===== src/rtl/user_ctrl_regs_if.sv =====
// user_ctrl_regs_if: Wishbone slave bus bundle for the user control block
interface user_ctrl_regs_if;
    logic        wbs_stb_i;
    logic        wbs_cyc_i;
    logic        wbs_we_i;
    logic [3:0]  wbs_sel_i;
    logic [31:0] wbs_dat_i;
    logic [31:0] wbs_adr_i;
    logic        wbs_ack_o;
    logic [31:0] wbs_dat_o;
    modport master (
        output wbs_stb_i, wbs_cyc_i, wbs_we_i, wbs_sel_i, wbs_dat_i, wbs_adr_i,
        input  wbs_ack_o, wbs_dat_o
    );
    modport slave (
        input  wbs_stb_i, wbs_cyc_i, wbs_we_i, wbs_sel_i, wbs_dat_i, wbs_adr_i,
        output wbs_ack_o, wbs_dat_o
    );
endinterface


===== src/rtl/user_ctrl_regs.sv =====
// user_ctrl_regs: Wishbone control block for reset sequencing, button debounce, frame count and IRQ
module user_ctrl_regs #(
    parameter logic [31:0] BASE_ADDR    = 32'h3000_0000,
    parameter logic [15:0] DBNC_DEFAULT = 16'd50000
) (
    input  logic            wb_clk_i,
    input  logic            wb_rst_i,
    user_ctrl_regs_if.slave wb,
    input  logic [5:0]      btn_i,
    input  logic            vsync_i,
    output logic            core_rst_o,
    output logic            game_rst_o,
    output logic [5:0]      btn_o,
    output logic            irq_o
);
    logic        hit;
    logic        req;
    logic        wr;
    logic [5:0]  off;
    logic [31:0] rdata;
    logic [1:0]  ctrl_rst;
    logic [5:0]  irq_mask;
    logic [15:0] frame;
    logic [15:0] dbnc;
    logic [15:0] period;
    logic [5:0]  edges;
    logic [5:0]  edge_clr;
    logic [5:0]  fire;
    logic [5:0]  btn_s1;
    logic [5:0]  btn_s2;
    logic [15:0] cnt [6];
    logic        vs_s1;
    logic        vs_s2;
    logic        vs_q;
    logic        vs_rise;
    logic        unused_bits;

    assign unused_bits = ^{wb.wbs_adr_i[1:0], wb.wbs_dat_i[31:16], wb.wbs_sel_i[3:2]};

    // Request decode, write strobes and read-data mux
    always_comb begin
        hit      = wb.wbs_adr_i[31:8] == BASE_ADDR[31:8];
        req      = wb.wbs_stb_i && wb.wbs_cyc_i && hit && !wb.wbs_ack_o;
        wr       = req && wb.wbs_we_i;
        off      = wb.wbs_adr_i[7:2];
        edge_clr = (wr && off == 6'h04 && wb.wbs_sel_i[0]) ? wb.wbs_dat_i[5:0] : 6'd0;
        vs_rise  = vs_s2 && !vs_q;
        rdata    = (off == 6'h00) ? {18'd0, irq_mask, 6'd0, ctrl_rst} :
                   (off == 6'h01) ? {18'd0, btn_s2, 2'd0, btn_o} :
                   (off == 6'h02) ? {16'd0, frame} :
                   (off == 6'h03) ? {16'd0, dbnc} :
                   (off == 6'h04) ? {26'd0, edges} : 32'd0;
    end

    // Debounce fire condition; a zero period behaves as one
    always_comb begin
        period = (dbnc == 16'd0) ? 16'd1 : dbnc;
        for (int i = 0; i < 6; i++)
            fire[i] = (btn_s2[i] != btn_o[i]) && (cnt[i] >= period);
    end

    // Single-cycle ack; read data only while ack is high
    always_ff @(posedge wb_clk_i) begin
        if (wb_rst_i) begin
            wb.wbs_ack_o <= 1'b0;
            wb.wbs_dat_o <= 32'd0;
        end else begin
            wb.wbs_ack_o <= req;
            wb.wbs_dat_o <= (req && !wb.wbs_we_i) ? rdata : 32'd0;
        end
    end

    // CTRL and DBNC byte-lane writes, registered reset outputs
    always_ff @(posedge wb_clk_i) begin
        if (wb_rst_i) begin
            ctrl_rst   <= 2'b11;
            irq_mask   <= 6'd0;
            dbnc       <= DBNC_DEFAULT;
            core_rst_o <= 1'b1;
            game_rst_o <= 1'b1;
        end else begin
            if (wr && off == 6'h00 && wb.wbs_sel_i[0]) ctrl_rst <= wb.wbs_dat_i[1:0];
            if (wr && off == 6'h00 && wb.wbs_sel_i[1]) irq_mask <= wb.wbs_dat_i[13:8];
            if (wr && off == 6'h03 && wb.wbs_sel_i[0]) dbnc[7:0] <= wb.wbs_dat_i[7:0];
            if (wr && off == 6'h03 && wb.wbs_sel_i[1]) dbnc[15:8] <= wb.wbs_dat_i[15:8];
            core_rst_o <= ctrl_rst[0];
            game_rst_o <= ctrl_rst[1];
        end
    end

    // Two-stage synchronizers for buttons and vsync, plus vsync edge history
    always_ff @(posedge wb_clk_i) begin
        if (wb_rst_i) begin
            btn_s1 <= 6'd0;
            btn_s2 <= 6'd0;
            vs_s1  <= 1'b0;
            vs_s2  <= 1'b0;
            vs_q   <= 1'b0;
        end else begin
            btn_s1 <= btn_i;
            btn_s2 <= btn_s1;
            vs_s1  <= vsync_i;
            vs_s2  <= vs_s1;
            vs_q   <= vs_s2;
        end
    end

    // Per-button run counters; output toggles once the mismatch has lasted the period
    always_ff @(posedge wb_clk_i) begin
        if (wb_rst_i) begin
            for (int i = 0; i < 6; i++) cnt[i] <= 16'd0;
            btn_o <= 6'd0;
        end else begin
            for (int i = 0; i < 6; i++)
                cnt[i] <= (btn_s2[i] == btn_o[i] || fire[i]) ? 16'd0 : cnt[i] + 16'd1;
            btn_o <= btn_o ^ fire;
        end
    end

    // Sticky press latch (set beats clear) and registered level IRQ
    always_ff @(posedge wb_clk_i) begin
        if (wb_rst_i) begin
            edges <= 6'd0;
            irq_o <= 1'b0;
        end else begin
            edges <= (edges & ~edge_clr) | (fire & ~btn_o);
            irq_o <= |(edges & irq_mask);
        end
    end

    // Frame counter; a write clears it even on a coincident vsync edge
    always_ff @(posedge wb_clk_i) begin
        if (wb_rst_i)
            frame <= 16'd0;
        else
            frame <= (wr && off == 6'h02) ? 16'd0 : frame + {15'd0, vs_rise};
    end
endmodule


===== src/flat_wrapper.sv =====
// flat-port wrapper written by rule: the top's interface ports become plain ports
module user_ctrl_regs_flat 
#(
    parameter logic [31:0] BASE_ADDR    = 32'h3000_0000,
    parameter logic [15:0] DBNC_DEFAULT = 16'd50000
)
  (wb_clk_i, wb_rst_i, btn_i, vsync_i, core_rst_o, game_rst_o, btn_o, irq_o, wb_wbs_stb_i, wb_wbs_cyc_i, wb_wbs_we_i, wb_wbs_sel_i, wb_wbs_dat_i, wb_wbs_adr_i, wb_wbs_ack_o, wb_wbs_dat_o);
  user_ctrl_regs_if wb_i ();
  input  logic wb_clk_i;
  input  logic wb_rst_i;
  input  logic [5:0] btn_i;
  input  logic vsync_i;
  output logic core_rst_o;
  output logic game_rst_o;
  output logic [5:0] btn_o;
  output logic irq_o;
  input wire logic [$bits(wb_i.wbs_stb_i)-1:0] wb_wbs_stb_i;
  input wire logic [$bits(wb_i.wbs_cyc_i)-1:0] wb_wbs_cyc_i;
  input wire logic [$bits(wb_i.wbs_we_i)-1:0] wb_wbs_we_i;
  input wire logic [$bits(wb_i.wbs_sel_i)-1:0] wb_wbs_sel_i;
  input wire logic [$bits(wb_i.wbs_dat_i)-1:0] wb_wbs_dat_i;
  input wire logic [$bits(wb_i.wbs_adr_i)-1:0] wb_wbs_adr_i;
  output wire logic [$bits(wb_i.wbs_ack_o)-1:0] wb_wbs_ack_o;
  output wire logic [$bits(wb_i.wbs_dat_o)-1:0] wb_wbs_dat_o;
  assign wb_i.wbs_stb_i = wb_wbs_stb_i;
  assign wb_i.wbs_cyc_i = wb_wbs_cyc_i;
  assign wb_i.wbs_we_i = wb_wbs_we_i;
  assign wb_i.wbs_sel_i = wb_wbs_sel_i;
  assign wb_i.wbs_dat_i = wb_wbs_dat_i;
  assign wb_i.wbs_adr_i = wb_wbs_adr_i;
  assign wb_wbs_ack_o = wb_i.wbs_ack_o;
  assign wb_wbs_dat_o = wb_i.wbs_dat_o;
  user_ctrl_regs #(.BASE_ADDR(BASE_ADDR), .DBNC_DEFAULT(DBNC_DEFAULT)) u_core (.wb_clk_i(wb_clk_i), .wb_rst_i(wb_rst_i), .wb(wb_i), .btn_i(btn_i), .vsync_i(vsync_i), .core_rst_o(core_rst_o), .game_rst_o(game_rst_o), .btn_o(btn_o), .irq_o(irq_o));
endmodule

===== config.mk =====
export PLATFORM = sky130hd
export DESIGN_NAME = user_ctrl_regs_flat
export DESIGN_NICKNAME = d
export VERILOG_FILES = /design/src/rtl/user_ctrl_regs_if.sv /design/src/rtl/user_ctrl_regs.sv /design/src/flat_wrapper.sv
export SDC_FILE = /design/constraint.sdc
export NUM_CORES = 1
export LEC_CHECK = 0
export CAP_MARGIN = 20
export CORE_MARGIN = 8
export CORE_UTILIZATION = 53
export CTS_BUF_LIST = sky130_fd_sc_hd__clkbuf_8
export CTS_CLUSTER_DIAMETER = 60
export DETAILED_ROUTE_END_ITERATION = 8
export PLACE_DENSITY = 0.77
export SYNTH_ARGS = -nofsm -noshare
export SYNTH_HDL_FRONTEND = slang
export SYNTH_SLANG_ARGS = --single-unit
export TNS_END_PERCENT = 5

===== constraint.sdc =====
create_clock -name wb_clk_i -period 4.7 [get_ports wb_clk_i]
set_input_delay 0.705 -clock wb_clk_i [delete_from_list [all_inputs] [get_ports wb_clk_i]]
set_output_delay 0.705 -clock wb_clk_i [all_outputs]
set_load 0.1 [all_outputs]

==> flow_metrics.tcl, run 1 <==
set metrics [dict create \
    outcome "finished clean" \
    design_power_total_uw 2900 \
    io_buffers 85 \
    final_hold_viol_count 0 \
    root_buffer "clkbuf_8" \
    cts_setup_buffers 0 \
    hold_path.class "flip-flop to flip-flop" \
    gp_congestion 0.901 \
    ys.flop_type "dfxtp_1" \
    postRouteWirelength_um 24200 \
    cts.sinks 183 \
    synth.area.mux_share_pct 3.72 \
    grt_setup_unrepaired "false" \
    synth_area_leaders "dfxtp_1 (38%), ha_1 (13%), nor2_1 (6.7%)" \
    finalNonFillerCells 1409 \
    start_kind "flip-flop" \
    avgRoutedWirePerCell_um 17.2 \
    critPathSlowestCell "nand4_1" \
    clock_latency_ps 490 \
    start_util_pct 54.0 \
    clock_skew_ps 20.0 \
    coreArea_um2 18000 \
    nets 1351 \
    crit_family "simple AND/OR/NAND/NOR gates" \
    grt_overflow_total 0 \
    syn_inst 1084 \
    area_growth_syn_to_layout_pct 14.8 \
    std_cell_rows 49 \
    end_kind "flip-flop" \
    maxCapViolations 0 \
    grtUsageTotal_pct 21.5 \
    synth_xor_xnor_area_share_pct 9.35 \
    hold_buffers 0 \
    die_x_um 152 \
    drc_errors 0 \
    post-place-cells 1377 \
    synth_top_family_by_area "simple AND/OR/NAND/NOR gates" \
    fp.dieH_um 152 \
    crit_type "flip-flop to flip-flop" \
    finalSetupViolCount 0 \
    max_freq_ghz 0.308 \
    antenna_found_initial 0 \
    cts_buffers 17 \
    synth_compound_area_share_pct 8.18 \
    io_pins 122 \
    synth-simple-area-share_pct 23.6 \
    final_core_util_pct 62.1 \
    htree_num_levels 4 \
    tritoncts "built" \
    setup_tns_ps 0 \
    cts_buffer_depth 2 \
    slew_violations 0 \
    vias 7993 \
    synth_area_um2 9740 \
    slew_headroom_pct 32.5 \
    synth_area_leader_cell "dfxtp_1" \
    vias_per_cell 5.67 \
    max-vdd-ir-drop_mv 0.229 \
    drt_pass1_iterations 7 \
    synth_top_area_share_pct 37.6 \
    arrival_ps 3650 \
    crit_fanout 16 \
    cts-resized-gates 0 \
    drt_iter0_markers 508 \
    cts.clk_slew.worst_paths_ps 110 \
    period_share_pct 69.1 \
    dp_hpwl_um 17900 \
    synth_seq_cells 183 \
    path_cells "nor4_1 > a41o_1 > ha_1 > nand2b_1 > a2111o_1 > a32oi_1 > nand4_1 > nor2_1" \
    grt_max_degree 55 \
    synthDistinctLibCells 60 \
    grt_pass1_wl_um 38700 \
    layout_common_cells "dfxtp_1 (183), nor2_1 (173), ha_1 (104), clkdlybuf4s50_1 (84), nand2_1 (73)" \
    postSynth.asyncResetShare_pct 0 \
    final_common_cell "dfxtp_1" \
    cpPeakStageDelay_ps 610 \
    drtAntennaViolNets 0 \
    worst_pin_slew_ps 1010 \
    num_antenna_cells 0 \
    dieArea_um2 23000 \
    grt_pass1_vias 7717 \
    fin_crit_ps 3250 \
    crit_buf_inv 0 \
    synth_area_per_cell_um2 8.99 \
    drive_gt1_share_pct 4.83 \
    synthAdderAreaFrac_pct 13.4 \
    synth_edf_count 0 \
    synth-warning-count 0 \
    ys_seq_area_share_pct 37.6 \
    worstPathRequired_ps 5110 \
    cellLeakagePower_uw 0.00433 \
    power_density_nw_per_um2 259 \
]
## where the power goes
group | total, uW | switching (uW) | internal [uW]
Clock | 1160 | 694 | 471
Combinational | 172 | 109 | 63.3
Sequential | 1560 | 6.21 | 1560
Total | 2900 | 809 | 2090
## per-layer routing
metal,GRT usage (%),vias up,routed length (um)
li1,-,3952,-
met1,28.0,3768,10600
met2,35.4,229,11600
met3,3.53,44,1450
met4,7.59,0,533
met5,0,-,0
## through the flow
step | hold WS [ps] | setup slack, ps | instance area (um^2)
floorplan | 413 | 2240 | 9800
global placement | 419 | 1490 | 10700
detailed placement | 426 | 1440 | 10700
CTS | 453 | 1480 | 11200
global route | 464 | 1220 | 11200
finish | 448 | 1450 | 11200
## final timing paths
kind	start	to	slack (ps)	cells after the start
max	u_core.dbnc[3]$_SDFFE_PP0P_	u_core.cnt[0][16]$_SDFF_PP0_	1450	8
min	u_core.btn_s1[3]$_SDFF_PP0_	u_core.btn_s2[3]$_SDFF_PP0_	450	1
max reg2reg	u_core.dbnc[3]$_SDFFE_PP0P_	u_core.cnt[0][16]$_SDFF_PP0_	1450	8
min reg2reg	u_core.btn_s1[3]$_SDFF_PP0_	u_core.btn_s2[3]$_SDFF_PP0_	450	1
## cells in the mapped netlist, types with 4 or more instances
cell and number:
buf_4 18, nor4_1 11, nand3_1 46, xnor2_1 58, a211o_1 5, buf_1 4
inv_1 43, and3_1 26, nor2b_1 21, a22oi_1 12, nand2b_1 4, or3_1 4
nand2_1 73, a211oi_1 4, and4_1 16, a21oi_1 36, dfxtp_1 183, o221ai_1 6
a41o_1 4, o211ai_1 6, mux2i_1 34, xor2_1 46, nor3_1 27, clkbuf_1 14
nor2_1 173, a21o_1 5, o21ai_0 16, nand4_1 32, ha_1 104
## registers in the layout (all words and copies together) (netlist names), named ones only
register / cells
u_core.btn_s1: 6
u_core.btn_s2: 6
u_core.cnt: 96
u_core.core_rst_o: 1
u_core.ctrl_rst: 2
u_core.dbnc: 16
u_core.edges: 6
u_core.frame: 16
u_core.game_rst_o: 1
u_core.irq_mask: 6
u_core.irq_o: 1
u_core.vs_q: 1
u_core.vs_s1: 1
u_core.vs_s2: 1
u_core.wb.wbs_ack_o: 1
u_core.wb.wbs_dat_o: 16
## cell type report
type	count	area (um^2)
fillers	1553	6840
multi-input cells	832	5740
flip-flops and latches	183	3660
repair buffers	90	883
well taps	229	287
clock buffers	17	234
clock inverters	15	220
inverters	43	161
## logic make-up after synthesis
logic type	Yosys count
and+or+nand+nor	458
DFF	183
AOI/OAI and AO/OA	115
adders and majority gates	104
xor gates and xnor gates	104
buffers and inverters	84
muxes	35
other	1
## worst register-to-register path, stage by stage (launching register included)
cell      delay, ps
dfxtp_1         380
nor4_1          360
a41o_1          470
ha_1            310
nand2b_1        140
a2111o_1        410
a32oi_1         220
nand4_1         610
nor2_1          280
Note: power is estimated with default switching activity, not from simulation.
==> run 2: changes to the inputs <==
==> constraint.sdc (replaced) <==
create_clock -name wb_clk_i -period 3.1 [get_ports wb_clk_i]
set_input_delay 0.465 -clock wb_clk_i [delete_from_list [all_inputs] [get_ports wb_clk_i]]
set_output_delay 0.465 -clock wb_clk_i [all_outputs]
set_load 0.1 [all_outputs]
==> flow_metrics.tcl, run 2 (synthesis gave the netlist of run 1 again) <==
set metrics [dict create \
    root_buffer "clkbuf_8" \
    dieArea_um2 23000 \
    critPathSlowestCell "o311ai_1" \
    p_comb_share_pct 6.1 \
    fin_crit_ps 2840 \
    start_kind "flip-flop" \
    r2r_setup_slack_ps 260 \
    area_growth_syn_to_layout_pct 16.1 \
    drtAntennaViolNets 0 \
    p_int_uw 3110 \
    max-vdd-ir-drop_mv 0.313 \
    cp.depth 9 \
    slew_violations 0 \
    htree_num_levels 4 \
    worst_pin_slew_ps 873 \
    io_pins 122 \
    cts.clk_slew.worst_paths_ps 130 \
    cts.sinks 183 \
    grt_max_degree 27 \
    dp_hpwl_um 18900 \
    worstHoldEndpoint "u_core.irq_mask[3]$_SDFFE_PP0P_" \
    coreArea_um2 18000 \
    path_cells "nor4_1 > a41o_1 > ha_1 > nor2b_1 > o21ai_0 > a211oi_1 > o311ai_1 > buf_4 > nor2_1" \
    r2r-end "u_core.cnt[0][37]$_SDFF_PP0_" \
    arrival_ps 3230 \
    grt_pass1_wl_um 39400 \
    design_power_total_uw 4370 \
    io_buffers 85 \
    crit_fanout 9 \
    layout_common_cells "dfxtp_1 (183), nor2_1 (173), ha_1 (104), nand2_1 (73)" \
    crit_type "flip-flop to flip-flop" \
    tritoncts "built" \
    cts_buffer_depth 2 \
    power_density_nw_per_um2 387 \
    drt_iter0_markers 617 \
    grt_setup_unrepaired "false" \
    drive_gt1_share_pct 9.12 \
    rr_worst_depth 9 \
    power.share.clock_pct 39.7 \
    finalSetupViolCount 0 \
    maxCapViolations 0 \
    holdPathStages 2 \
    clock_latency_ps 500 \
    multi_input_area_um2 5740 \
    crit_family "compound AO/OA/AOI/OAI gates" \
    die_x_um 152 \
    std_cell_rows 49 \
    largest_reg_flops 96 \
    final_area_um2 11300 \
    final_common_cell "dfxtp_1" \
    clock_skew_ps 22.3 \
    crit_buf_inv 1 \
    grt_pass1_vias 7718 \
    vias_per_cell 5.67 \
    nets 1377 \
    cts_buffers 17 \
    drc_errors 0 \
    largest_register "u_core.cnt" \
    worst_r2r_startpoint "u_core.dbnc[8]$_SDFFE_PP1P_" \
    outcome "finished clean" \
    postRouteWirelength_um 25000 \
    seq_power_share_pct 54.2 \
    worstPathRequired_ps 3490 \
    swShare_pct 28.8 \
    grt_overflow_total 0 \
    period_share_pct 91.6 \
    vias 8138 \
    drt_pass1_iterations 6 \
    grtUsageTotal_pct 22.0 \
    seq_area_um2 3660 \
    dpl_cell_area_um2 10900 \
    fillCellCount 1527 \
    avgRoutedWirePerCell_um 17.4 \
    cpPeakStageDelay_ps 740 \
    p_sw_uw 1260 \
    fin_hold_ws_ps 425 \
    setup_tns_ps 0 \
    start_util_pct 54.0 \
    max_freq_ghz 0.352 \
    hold_start "wb_rst_i" \
    cellLeakagePower_uw 0.00449 \
    antenna_found_initial 0 \
    end_kind "flip-flop" \
    fp.dieH_um 152 \
    final_hold_viol_count 0 \
    slew_headroom_pct 40.9 \
    gp_congestion 0.929 \
    hold_path.class "input pin to flip-flop" \
]
[run 2: power by group through the flow]
stage	logic, uW	registers [uW]	clock network, uW
after floorplan	175	2420	0
after global placement	263	2420	0
after detailed placement	264	2420	0
after CTS	265	2370	1760
after global routing	282	2370	1840
final	267	2370	1740
[run 2: worst max path at each step]
| stage | start | to |
|---|---|---|
| global route | u_core.dbnc[6]$_SDFFE_PP1P_ | u_core.cnt[0][41]$_SDFF_PP0_ |
| detailed placement | u_core.dbnc[6]$_SDFFE_PP1P_ | u_core.cnt[0][69]$_SDFF_PP0_ |
| CTS | u_core.dbnc[6]$_SDFFE_PP1P_ | u_core.cnt[0][69]$_SDFF_PP0_ |
| global placement | u_core.dbnc[6]$_SDFFE_PP1P_ | u_core.cnt[0][37]$_SDFF_PP0_ |
| finish | u_core.dbnc[8]$_SDFFE_PP1P_ | u_core.cnt[0][37]$_SDFF_PP0_ |
| floorplan | u_core.dbnc[2]$_SDFFE_PP0P_ | u_core.cnt[0][23]$_SDFF_PP0_ |
[run 2: per-layer routing]
| layer | up-vias | GRT usage, % | wire length, um |
|---|---|---|---|
| li1 | 4007 | - | - |
| met1 | 3816 | 29.1 | 11000 |
| met2 | 268 | 35.1 | 11700 |
| met5 | - | 0 | 0 |
| met3 | 47 | 4.54 | 1770 |
| met4 | 0 | 7.20 | 535 |
[run 2: layout make-up]
| class | count | share of cell area, % |
|---|---|---|
| tap | 229 | 2.53 |
| clock buffer | 17 | 2.07 |
| multi-input combinational | 832 | 50.8 |
| sequential | 183 | 32.4 |
| inverter | 43 | 1.43 |
| clock inverter | 15 | 1.83 |
| timing repair buffer | 116 | 8.96 |
| antenna | 1 | 0.0221 |
[run 2: metrics by stage]
step                      utilization [%]  worst slack [ps]  cells
after global placement               60.3               299   1403
after detailed placement             60.3               169   1403
after floorplan                         -               640   1099
final                                62.7               260   1436
after CTS                            62.7               144   1435
after global routing                 62.7              10.1   1435
[run 2: timing repair]
action                     in CTS  in global routing
gates resized for setup         0                  1
setup endpoints to repair       0                 15
hold buffers                    0                  0
buffers inserted                0                  0
